`src/rtl/rgb24_stream_packer.sv`:
```
// Packs 24-bit RGB pixels (byte order B,G,R) into dense 32-bit AXI4-Stream words.
// Define RGB24_PACKER_ERR_CNT_EN to add the saturating err_count line-error port.
module rgb24_stream_packer #(
  parameter logic [7:0] PAD_BYTE = 8'h00
) (
  input  logic        aclk,
  input  logic        aresetn,
  input  logic [7:0]  r,
  input  logic [7:0]  g,
  input  logic [7:0]  b,
  input  logic        valid,
  input  logic        sof,
  input  logic        eol,
  output logic        in_stream_ready,
  output logic [31:0] out_stream_tdata,
  output logic [3:0]  out_stream_tkeep,
  output logic        out_stream_tlast,
  output logic        out_stream_tuser,
  output logic        out_stream_tvalid,
  input  logic        out_stream_tready
`ifdef RGB24_PACKER_ERR_CNT_EN
  ,
  output logic [15:0] err_count
`endif
);

  typedef enum logic {S_RUN, S_FLUSH} state_t;

  state_t      state_q, state_d;
  logic [1:0]  phase_q, phase_d, ph_eff;
  logic [23:0] hold_q, hold_d;
  logic        sof_pend_q, sof_pend_d, pend;
  logic        out_free, accept, load;
  logic [31:0] word_d;
  logic [3:0]  keep_d;
  logic        last_d, user_d;

  assign out_free        = !out_stream_tvalid || out_stream_tready;
  assign in_stream_ready = (state_q == S_RUN) && out_free;
  assign accept          = valid && in_stream_ready;
  // A sof pixel always starts a fresh group; leftover bytes are dropped.
  assign ph_eff          = sof ? 2'd0 : phase_q;

  always_comb begin
    state_d    = state_q;
    phase_d    = phase_q;
    hold_d     = hold_q;
    pend       = sof_pend_q;
    sof_pend_d = sof_pend_q;
    load       = 1'b0;
    word_d     = '0;
    keep_d     = '0;
    last_d     = 1'b0;
    user_d     = 1'b0;
    if (state_q == S_RUN) begin
      if (accept) begin
        pend = sof_pend_q | sof;
        case (ph_eff)
          2'd0: begin
            if (eol) begin
              load    = 1'b1;
              word_d  = {PAD_BYTE, r, g, b};
              keep_d  = 4'b0111;
              last_d  = 1'b1;
              phase_d = 2'd0;
              hold_d  = '0;
            end else begin
              hold_d  = {r, g, b};
              phase_d = 2'd1;
            end
          end
          2'd1: begin
            load    = 1'b1;
            word_d  = {b, hold_q};
            keep_d  = 4'b1111;
            hold_d  = {8'h00, r, g};
            phase_d = 2'd2;
            if (eol) state_d = S_FLUSH;
          end
          2'd2: begin
            load    = 1'b1;
            word_d  = {g, b, hold_q[15:0]};
            keep_d  = 4'b1111;
            hold_d  = {16'h0000, r};
            phase_d = 2'd3;
            if (eol) state_d = S_FLUSH;
          end
          default: begin
            load    = 1'b1;
            word_d  = {r, g, b, hold_q[7:0]};
            keep_d  = 4'b1111;
            last_d  = eol;
            hold_d  = '0;
            phase_d = 2'd0;
          end
        endcase
      end
    end else if (out_free) begin
      // phase_q is 2 after a phase-1 eol and 3 after a phase-2 eol.
      load    = 1'b1;
      last_d  = 1'b1;
      state_d = S_RUN;
      phase_d = 2'd0;
      hold_d  = '0;
      if (phase_q == 2'd2) begin
        word_d = {PAD_BYTE, PAD_BYTE, hold_q[15:0]};
        keep_d = 4'b0011;
      end else begin
        word_d = {PAD_BYTE, PAD_BYTE, PAD_BYTE, hold_q[7:0]};
        keep_d = 4'b0001;
      end
    end
    if (load) begin
      user_d     = pend;
      sof_pend_d = 1'b0;
    end else begin
      sof_pend_d = pend;
    end
  end

  always_ff @(posedge aclk or negedge aresetn) begin
    if (!aresetn) begin
      state_q           <= S_RUN;
      phase_q           <= '0;
      hold_q            <= '0;
      sof_pend_q        <= 1'b0;
      out_stream_tvalid <= 1'b0;
      out_stream_tdata  <= '0;
      out_stream_tkeep  <= '0;
      out_stream_tlast  <= 1'b0;
      out_stream_tuser  <= 1'b0;
    end else begin
      state_q    <= state_d;
      phase_q    <= phase_d;
      hold_q     <= hold_d;
      sof_pend_q <= sof_pend_d;
      if (load) begin
        out_stream_tvalid <= 1'b1;
        out_stream_tdata  <= word_d;
        out_stream_tkeep  <= keep_d;
        out_stream_tlast  <= last_d;
        out_stream_tuser  <= user_d;
      end else if (out_stream_tready) begin
        out_stream_tvalid <= 1'b0;
      end
    end
  end

`ifdef RGB24_PACKER_ERR_CNT_EN
  logic        sof_err, eol_err;
  logic [16:0] err_sum;

  assign sof_err = accept && sof && (phase_q != 2'd0);
  assign eol_err = accept && eol && (ph_eff != 2'd3);
  assign err_sum = {1'b0, err_count} + 17'(sof_err) + 17'(eol_err);

  always_ff @(posedge aclk or negedge aresetn) begin
    if (!aresetn) err_count <= '0;
    else          err_count <= err_sum[16] ? '1 : err_sum[15:0];
  end
`endif

endmodule
```
`config.mk`:
```
export PLATFORM = sky130hd
export DESIGN_NAME = rgb24_stream_packer
export DESIGN_NICKNAME = d
export VERILOG_FILES = /design/src/rtl/rgb24_stream_packer.sv
export SDC_FILE = /design/constraint.sdc
export NUM_CORES = 1
export LEC_CHECK = 0
export ABC_AREA = 1
export CAP_MARGIN = 20
export CELL_PAD_IN_SITES_DETAIL_PLACEMENT = 0
export CELL_PAD_IN_SITES_GLOBAL_PLACEMENT = 1
export CORE_MARGIN = 2
export CORE_UTILIZATION = 49
export DETAILED_ROUTE_END_ITERATION = 12
export DONT_BUFFER_PORTS = 1
export PLACE_DENSITY = 0.92
export SETUP_SLACK_MARGIN = 0.5
export SYNTH_ARGS = -nofsm -noshare
export SYNTH_HDL_FRONTEND = slang
export SYNTH_SLANG_ARGS = --single-unit
```
`constraint.sdc`:
```
create_clock -name aclk -period 3.3 [get_ports aclk]
set_clock_uncertainty 0.1 [all_clocks]
set_input_delay 0.66 -clock aclk [delete_from_list [all_inputs] [get_ports aclk]]
set_output_delay 0.66 -clock aclk [all_outputs]
set_load 0.005 [all_outputs]
```
* Word-level counts from Yosys, hierarchy flattened *
Index checks and enable logic that the tools add are counted.
Widths: inputs -> output; s select.

operators by class
  equality and inequality tests = 4
  multiplexer cells = 40
  bitwise operators = 2
  reduce and logical (&&, ||, !) cells = 9

operators by type and width
  kind                number
  $mux 24             5
  $pmux 32 s3         1
  $pmux 24 s3         1
  $mux 32             2
  $mux 16             2
  $mux 1              17
  $mux 2              6
  $mux 4              3
  $pmux 2 s3          1
  $eq 2x2->1 const B  2
  $reduce_bool 2->1   2
  $mux 3              1
  $eq 2x1->1 const B  1
  $logic_and 1x1->1   2
  $logic_not 2->1     1
  $ne 2x1->1 const B  1
  $pmux 1 s2          1
  $reduce_and 2->1    1
  $reduce_or 2->1     1
  $logic_not 1->1     1
  $logic_or 1x1->1    1
  $not 1->1           1
  $or 1x1->1          1

storage, ports and cells
  register bits after elaboration = 67

* Longest topological paths before layout *
Gate-level depths: netlist (run 1).

  depth in word-level cells = 7
  gate-level depth with buffers = 13

* Worst setup path after synthesis (run 1) *
No wires, ideal clock.

  path kind = input -> register
  start point = in sof
  end point = reg out_stream_tdata[10]
  setup time = 0.117 ns
  arrival = 1.819 ns
  setup slack = 1.265 ns
  stages = 13
  path through = inv_1 > nand2_1 > inv_1 > ha_1 > buf_4 > clkinv_1 > nand2_1 > nand2_1 > nand3_1 > nand2_1 > nand2_1 > nand2_1 > nand2_1

on the way
  cells in the longest elaborated chain, start to end = 5
  elaborated cells between the ends (all ways) = 10
  those cells by class = eq/ne: 2; mux: 7; reduce/logical: 1

RTL lines
  what                                          RTL line  RTL
  start, declared                               12        input logic sof,
  $mux 2 (*)                                    42        assign ph_eff = sof ? 2'd0 : phase_q;
  $eq 2x2->1, or another cell as far along      58        case (ph_eff)
  $pmux 32 s3 / $mux 1 (equally long branches)  58
  $mux 32 / $mux 1 (equally long branches)      56        if (accept) begin
  $mux 32 / $mux 1 (equally long branches)      55        if (state_q == S_RUN) begin
  end signal, assigned                          139       out_stream_tdata <= word_d;
  end, declared                                 15        output logic [31:0] out_stream_tdata,

Mark *: on every way between the ends. The rest lies on a longest branch, timed or not.
A chain may end at the register's enable or synchronous reset.

* Worst setup path in the final report (run 1) *
  start point = reg phase_q[0]
  end point = reg out_stream_tdata[30]

on the way
  cells in the longest elaborated chain, start to end = 5
  elaborated cells between the ends (all ways) = 10
  those cells by class = eq/ne: 2; mux: 7; reduce/logical: 1

RTL lines
  what                                          RTL line  RTL
  start, declared                               30        logic [1:0] phase_q, phase_d, ph_eff;
  start signal, assigned                        134       phase_q <= phase_d;
  $mux 2 (*)                                    42
  $eq 2x2->1, or another cell as far along      58
  $pmux 32 s3 / $mux 1 (equally long branches)  58
  $mux 32 / $mux 1 (equally long branches)      56
  $mux 32 / $mux 1 (equally long branches)      55

Marked as above.

==> impl_metrics.tcl, run 1 <==
set metrics [dict create \
    worstPathRequired_ns 3.43 \
    syn_inst 532 \
    placedCellCount 618 \
    final_nets 565 \
    drt_first_pass_iters 5 \
    worst_ir_drop_vdd_mv 0.461 \
    worstPathCellList "inv_1 -> nor2_1 -> inv_1 -> ha_1 -> nand2_2 -> inv_2 -> nor2_4 -> nor2_4 -> buf_4 -> nand2_1 -> nand2_1" \
    post_route_cells_drive_above_1_share_pct 8.02 \
    die_width_um 91.6 \
    post_synthesis_compound_gate_area_fraction_pct 12.2 \
    timing.final.crit_period_ns 2.16 \
    combinational_family_with_the_most_area_after_synthesis "simple AND/OR/NAND/NOR gates" \
    die_h_um 91.6 \
    yosys_register_bits 67 \
    flow.area_growth_from_synthesis_pct 7.45 \
    critPathArrivalTime_ns 2.29 \
    grt_first_pass_wirelength_um 18300 \
    achievable-frequency_mhz 463 \
    final_min_period_over_clock_period_pct 65.5 \
    reg2reg_depth 11 \
    placed_wire_length_estimate_um 7820 \
    routedWlPerCell_um 17.4 \
    grt_use_total_pct 28.2 \
    path_class "flop to flop" \
    synth_xor_xnor_area_share_pct 0 \
    post_synth_num_cell_types 25 \
    worst_setup_path_start_kind "flop" \
    endpoint_kind "flop" \
    dr_total_vias 3554 \
    globalRouteOverflowTotal 0 \
    synth_adder_area_share_pct 1.33 \
    synth_simple_gate_area_share_pct 34.1 \
    grt_antenna_before_repair 0 \
    power.static_leakage_uw 0.00217 \
    viasPerCell 5.60 \
    synth_seq_area_share_pct 44.6 \
    antennaDiodeCount 0 \
    crit-reg2reg-launch "phase_q[0]" \
    io_buffer_count 0 \
    placement_rows 31 \
    synthesis.nets 566 \
    clk_pin_slew_worst_paths_ns 0.08 \
    drtIter0Drc 307 \
    count_of_boundary_i_o_pins 70 \
    setup-violations-final 0 \
    setup.reg_to_reg.worst_slack_ns 1.14 \
    synth-main-ff-cell "sky130_fd_sc_hd__dfrtp_1" \
    routabilityCongestion 0.944 \
    cp.buffers_inverters 4 \
    cts_buffers 9 \
    final_max_slew_viol_count 0 \
    synth.area.mux_share_pct 0 \
    powerDensity_nw_per_um2 733 \
    critical_path.slowest_cell "sky130_fd_sc_hd__dfrtp_1" \
    synth_largest_area_cell "sky130_fd_sc_hd__dfrtp_1" \
    totalNegativeSetupSlack_ns 0 \
    slowest_delay_ns 0.32 \
    crit-reg2reg-capture "out_stream_tdata[30]" \
    routed_wl_um 11100 \
    grt_setup_unrepaired "false" \
    drt.antenna.violating_nets 0 \
    clkSinkCount 67 \
    yosys.cell_count.top_type "sky130_fd_sc_hd__nand2_1" \
    critical-path-top-delay-family "simple AND/OR/NAND/NOR gates" \
    grt_pass1_vias 3361 \
    worstSkewPairLatency_ns 0.35 \
    worstMarginPinSlew_ns 0.601 \
    start_util_pct 51.3 \
    ys_top_cells_by_count "220 x sky130_fd_sc_hd__nand2_1, 67 x sky130_fd_sc_hd__dfrtp_1, 46 x sky130_fd_sc_hd__nand3_1" \
    synth-edff-count 0 \
    dieArea_um2 8400 \
    clock-root-buffer "sky130_fd_sc_hd__clkbuf_8" \
    tritoncts "built" \
    synth_area_um2 3760 \
    asyncSetResetFlopFracSynth_pct 100 \
    post_synth_main_area_contributors "sky130_fd_sc_hd__dfrtp_1 45%, sky130_fd_sc_hd__nand2_1 22%, sky130_fd_sc_hd__nand3_1 6.1%" \
    placeableCoreArea_um2 7330 \
    fillers 702 \
    ys_warn_count 0 \
    htreeDepth 3 \
    post_layout_nonfiller_instances 635 \
    hold_viol 0 \
    hold_path.class "input pin to asynchronous set/reset pin" \
    yosysTopAreaCellShare_pct 44.6 \
    maxCapViolations 0 \
    run_status "completed" \
    max-slew-margin-rel_pct 59.9 \
    drc 0 \
    cp_max_fo 19 \
    syn_area_per_cell_um2 7.07 \
    cts_buffer_depth 2 \
    largest_net_degree_at_the_start_of_global_routing 68 \
]
-- cells in the final DEF, fill, tap and decap left out, drive strengths merged --
cell,instances
a21oi,28
buf,13
clkbuf,12
clkinv,4
clkinvlp,1
dfrtp,67
ha,4
inv,39
nand2,224
nand3,47
nand4,1
nor2,40
o211ai,8
o21ai,34
o22ai,13
or2,1
-- worst max-delay path by stage --
stage	endpoint	cells after the start	slack (ns)	startpoint
final	out_stream_tdata[30]	11	1.14	phase_q[0]
after global routing	out_stream_tdata[1]	11	0.89	phase_q[0]
after CTS	out_stream_tdata[1]	11	1.14	phase_q[0]
after detailed placement	out_stream_tdata[1]	10	0.86	sof
after global placement	out_stream_tdata[1]	10	0.90	sof
after floorplan	out_stream_tdata[10]	13	1.26	sof
-- sequential cells by signal, summed over array words and instances, names as in the netlist --
register,flops
out_stream_tuser,1
sof_pend_q,1
out_stream_tvalid,1
out_stream_tlast,1
out_stream_tkeep,4
out_stream_tdata,32
phase_q,2
state_q,1
hold_q,24
-- worst register-to-register path: cells and delay by family (launching register included) --
family        cells  cell delay [ns]
flops             1             0.32
simple gates      6             0.88
buf+inv           4             0.52
fa+ha+maj         1             0.22
-- through the flow --
stage / hold slack (ns) / util (%) / power (uW) / setup WS [ns] / cell area, um^2
final: 0.0865 / 55.1 / 2960 / 1.14 / 4040
after global routing: 0.115 / 55.1 / 3190 / 0.890 / 4040
after CTS: 0.0994 / 55.1 / 2980 / 1.14 / 4040
after detailed placement: 0.266 / 52.4 / 2340 / 0.858 / 3840
after global placement: 0.266 / 52.4 / 2320 / 0.898 / 3840
after floorplan: 0.264 / - / 2060 / 1.26 / 3760
-- layout make-up --
| type | instances | area (um^2) | share of cell area [%] |
|---|---|---|---|
| Tap cell | 99 | 124 | 3.06 |
| Timing Repair Buffer | 13 | 130 | 3.22 |
| Inverter | 40 | 150 | 3.71 |
| Multi-Input combinational cell | 400 | 1790 | 44.3 |
| Clock inverter | 4 | 26.3 | 0.650 |
| Clock buffer | 12 | 145 | 3.59 |
| Sequential cell | 67 | 1680 | 41.5 |
-- routing by layer --
metal  global-route usage [%]  routed length, um  vias up
met3                     5.18                717       17
met5                        0                  0        -
li1                         -                  -     1704
met2                     41.8               4930      148
met1                     40.4               5150     1685
met4                     12.2                273        0
-- power breakdown --
group / leakage, uW / internal [uW] / switching (uW)
clock network: 0.0000863 / 292 / 321
logic: 0.00120 / 340 / 692
registers: 0.000879 / 1110 / 209
-- kinds of logic after synthesis --
kind of cell               after synthesis
DFF                                     67
AOI/OAI and AO/OA                       83
buffers and inverters                   65
and+or+nand+nor                        313
adders and majority gates                4
-- repair_timing --
action | CTS | global route
endpoints found under the hold margin | 67 | 0
endpoints found under the setup margin | 0 | 0
hold buffers | 1 | 0
resized for setup | 0 | 0
buffers inserted | 0 | 0
(Power assumes the default switching activity.)
==> run 2, diff against run 1 <==
--- a/config.mk
+++ b/config.mk
@@ -10,10 +10,10 @@
 export CELL_PAD_IN_SITES_DETAIL_PLACEMENT = 0
 export CELL_PAD_IN_SITES_GLOBAL_PLACEMENT = 1
 export CORE_MARGIN = 2
-export CORE_UTILIZATION = 49
+export CORE_UTILIZATION = 45
 export DETAILED_ROUTE_END_ITERATION = 12
 export DONT_BUFFER_PORTS = 1
-export PLACE_DENSITY = 0.92
+export PLACE_DENSITY = 0.86
 export SETUP_SLACK_MARGIN = 0.5
 export SYNTH_ARGS = -nofsm -noshare
 export SYNTH_HDL_FRONTEND = slang
==> constraint.sdc (replaced) <==
create_clock -name aclk -period 2.05 [get_ports aclk]
set_clock_uncertainty 0.1 [all_clocks]
set_input_delay 0.41 -clock aclk [delete_from_list [all_inputs] [get_ports aclk]]
set_output_delay 0.41 -clock aclk [all_outputs]
set_load 0.005 [all_outputs]
==> run 2 against run 1 <==
Net effect:
- power rose by 120%
- via count rose by 16%
- global-route usage rose by 2.5 points
- the flow now finishes with violations (hold timing)
- critical path type unchanged
- largest power group is now combinational logic
- sequential power rose by 66%
==> impl_metrics.tcl, run 2 (synthesized netlist as in run 1, its figures left out) <==
set metrics [dict create \
    routedWlPerCell_um 21.1 \
    largest_register_by_flop_count "out_stream_tdata" \
    clk_pin_slew_worst_paths_ns 0.09 \
    cp.buffers_inverters 3 \
    grt_first_pass_wirelength_um 20500 \
    placed_wire_length_estimate_um 8330 \
    path_class "flop to flop" \
    start_util_pct 46.0 \
    grt_antenna_before_repair 0 \
    grt_use_total_pct 30.7 \
    post-route-cell-area_um2 5480 \
    worstPathCellList "nand2_4 -> ha_4 -> nand2_4 -> nand4_1 -> nand2_4 -> buf_6 -> buf_12 -> buf_16 -> nand3_2 -> nand2_1" \
    failing_checks "hold timing" \
    io_buffer_count 0 \
    setup-violations-final 0 \
    worst_setup_path_start_kind "flop" \
    timing.final.crit_period_ns 1.89 \
    die_width_um 95.4 \
    antennaDiodeCount 0 \
    routed_wl_um 14600 \
    placeableCoreArea_um2 8180 \
    worstMarginPinSlew_ns 0.328 \
    grt_setup_unrepaired "true" \
    clock-root-buffer "sky130_fd_sc_hd__clkbuf_8" \
    dr_total_vias 4131 \
    hold_path.class "input pin to asynchronous set/reset pin" \
    achievable-frequency_mhz 530 \
    fillers 653 \
    final_min_period_over_clock_period_pct 92.0 \
    slowest_delay_ns 0.43 \
    post_route_cells_drive_above_1_share_pct 35.1 \
    endpoint_kind "flop" \
    drtIter0Drc 542 \
    hold_slack_ns -0.373 \
    drt.antenna.violating_nets 0 \
    count_of_boundary_i_o_pins 70 \
    clkSinkCount 67 \
    crit-reg2reg-launch "phase_q[1]" \
    routabilityCongestion 0.974 \
    drt_first_pass_iters 5 \
    largest_net_degree_at_the_start_of_global_routing 68 \
    worst_path_most_repeated_cell "sky130_fd_sc_hd__nand2_4" \
    layout.cells.most_common_list "181 x sky130_fd_sc_hd__nand2_1, 65 x sky130_fd_sc_hd__dfrtp_1, 29 x sky130_fd_sc_hd__nand3_1" \
    critPathArrivalTime_ns 2.08 \
    maxCapViolations 0 \
    worstSkewPairLatency_ns 0.37 \
    drc 0 \
    die_h_um 95.4 \
    flow.area_growth_from_synthesis_pct 45.7 \
    final_nets 619 \
    final_max_slew_viol_count 0 \
    powerDensity_nw_per_um2 1210 \
    tritoncts "built" \
    cts_buffer_depth 2 \
    worstPathRequired_ns 2.25 \
    placement_rows 33 \
    minimum_setup_slack_in_the_final_design_ns 0.165 \
    htreeDepth 3 \
    power.static_leakage_uw 0.00273 \
    cp_max_fo 8 \
    viasPerCell 5.94 \
    globalRouteOverflowTotal 0 \
    grt_pass1_vias 3736 \
    place_worst_setup_slack_ns 0.159 \
    cts_buffers 9 \
    worst_ir_drop_vdd_mv 0.565 \
    dieArea_um2 9110 \
    largest_reg_flops 32 \
    final_common_cell "sky130_fd_sc_hd__nand2_1" \
    startpoint "phase_q[1]" \
    placement.cell_area_um2 4000 \
    run_status "finished, violations left" \
    max-slew-margin-rel_pct 77.9 \
    critical_path.slowest_cell "sky130_fd_sc_hd__dfrtp_1" \
    hold_viol 67 \
    critical-path-top-delay-family "simple AND/OR/NAND/NOR gates" \
    layout_top_registers "out_stream_tdata: 32 flops, hold_q: 24 flops, out_stream_tkeep: 4 flops" \
    totalNegativeSetupSlack_ns 0 \
]
run 2: final timing paths:
path,slack [ns],cells after the start,end
hold reg to reg,0.39,2,hold_q[19]
setup / recovery,0.16,10,out_stream_tdata[28]
setup reg to reg,0.16,10,out_stream_tdata[28]
max in group asynchronous,2.09,0,phase_q[0]
min in group aclk,0.10,2,hold_q[20]
hold / removal,-0.37,0,out_stream_tvalid
run 2: layout make-up:
type	count	area (um^2)	share of cell area, %
Clock inverter	6	65.1	1.19
Sequential cell	67	1680	30.6
Inverter	40	191	3.49
Tap cell	105	131	2.40
Clock buffer	10	138	2.51
Multi-Input combinational cell	401	2370	43.2
Timing Repair Buffer	66	906	16.5
run 2: worst reg2reg max path: stages (launching register included):
cell and delay [ns]:
sky130_fd_sc_hd__dfrtp_1 0.43, sky130_fd_sc_hd__nand2_4 0.11, sky130_fd_sc_hd__ha_4 0.19, sky130_fd_sc_hd__nand2_4 0.07, sky130_fd_sc_hd__nand4_1 0.23, sky130_fd_sc_hd__nand2_4 0.16
sky130_fd_sc_hd__buf_6 0.14, sky130_fd_sc_hd__buf_12 0.10, sky130_fd_sc_hd__buf_16 0.13, sky130_fd_sc_hd__nand3_2 0.07, sky130_fd_sc_hd__nand2_1 0.08
run 2: power by group:
group          internal, uW  total, uW  switching, uW  leakage (uW)
sequential             1780       2190            405      0.000877
clock                   594       1140            549      0.000102
combinational          1500       3280           1770       0.00175
total                  3880       6610           2730       0.00273
run 2: timing repair:
| item | 4_1_cts | 5_1_grt |
|---|---|---|
| setup endpoints to repair | 63 | 65 |
| resized for setup | 93 | 92 |
| gates cloned | 9 | 5 |
| hold endpoints to repair | 67 | 67 |
| setup buffers | 28 | 7 |
| pin swaps | 31 | 28 |
run 2: through the flow:
stage          util, %  power, uW  hold WS (ns)  cells
2_1_floorplan        -       3460        0.0144    532
3_3_place_gp      48.9       3860        0.0167    630
3_5_place_dp      48.9       3920        0.0164    630
4_1_cts           60.6       5980        -0.363    683
5_1_grt           67.0       6940        -0.376    695
6_report          67.0       6610        -0.373    695
run 2: layer usage:
| layer | routed length [um] | GRT usage [%] | vias to the layer above |
|---|---|---|---|
| met2 | 6660 | 46.0 | 304 |
| met1 | 5580 | 40.3 | 1932 |
| met3 | 1630 | 8.30 | 73 |
| met5 | 0 | 0 | - |
| met4 | 764 | 16.4 | 0 |
| li1 | - | - | 1822 |
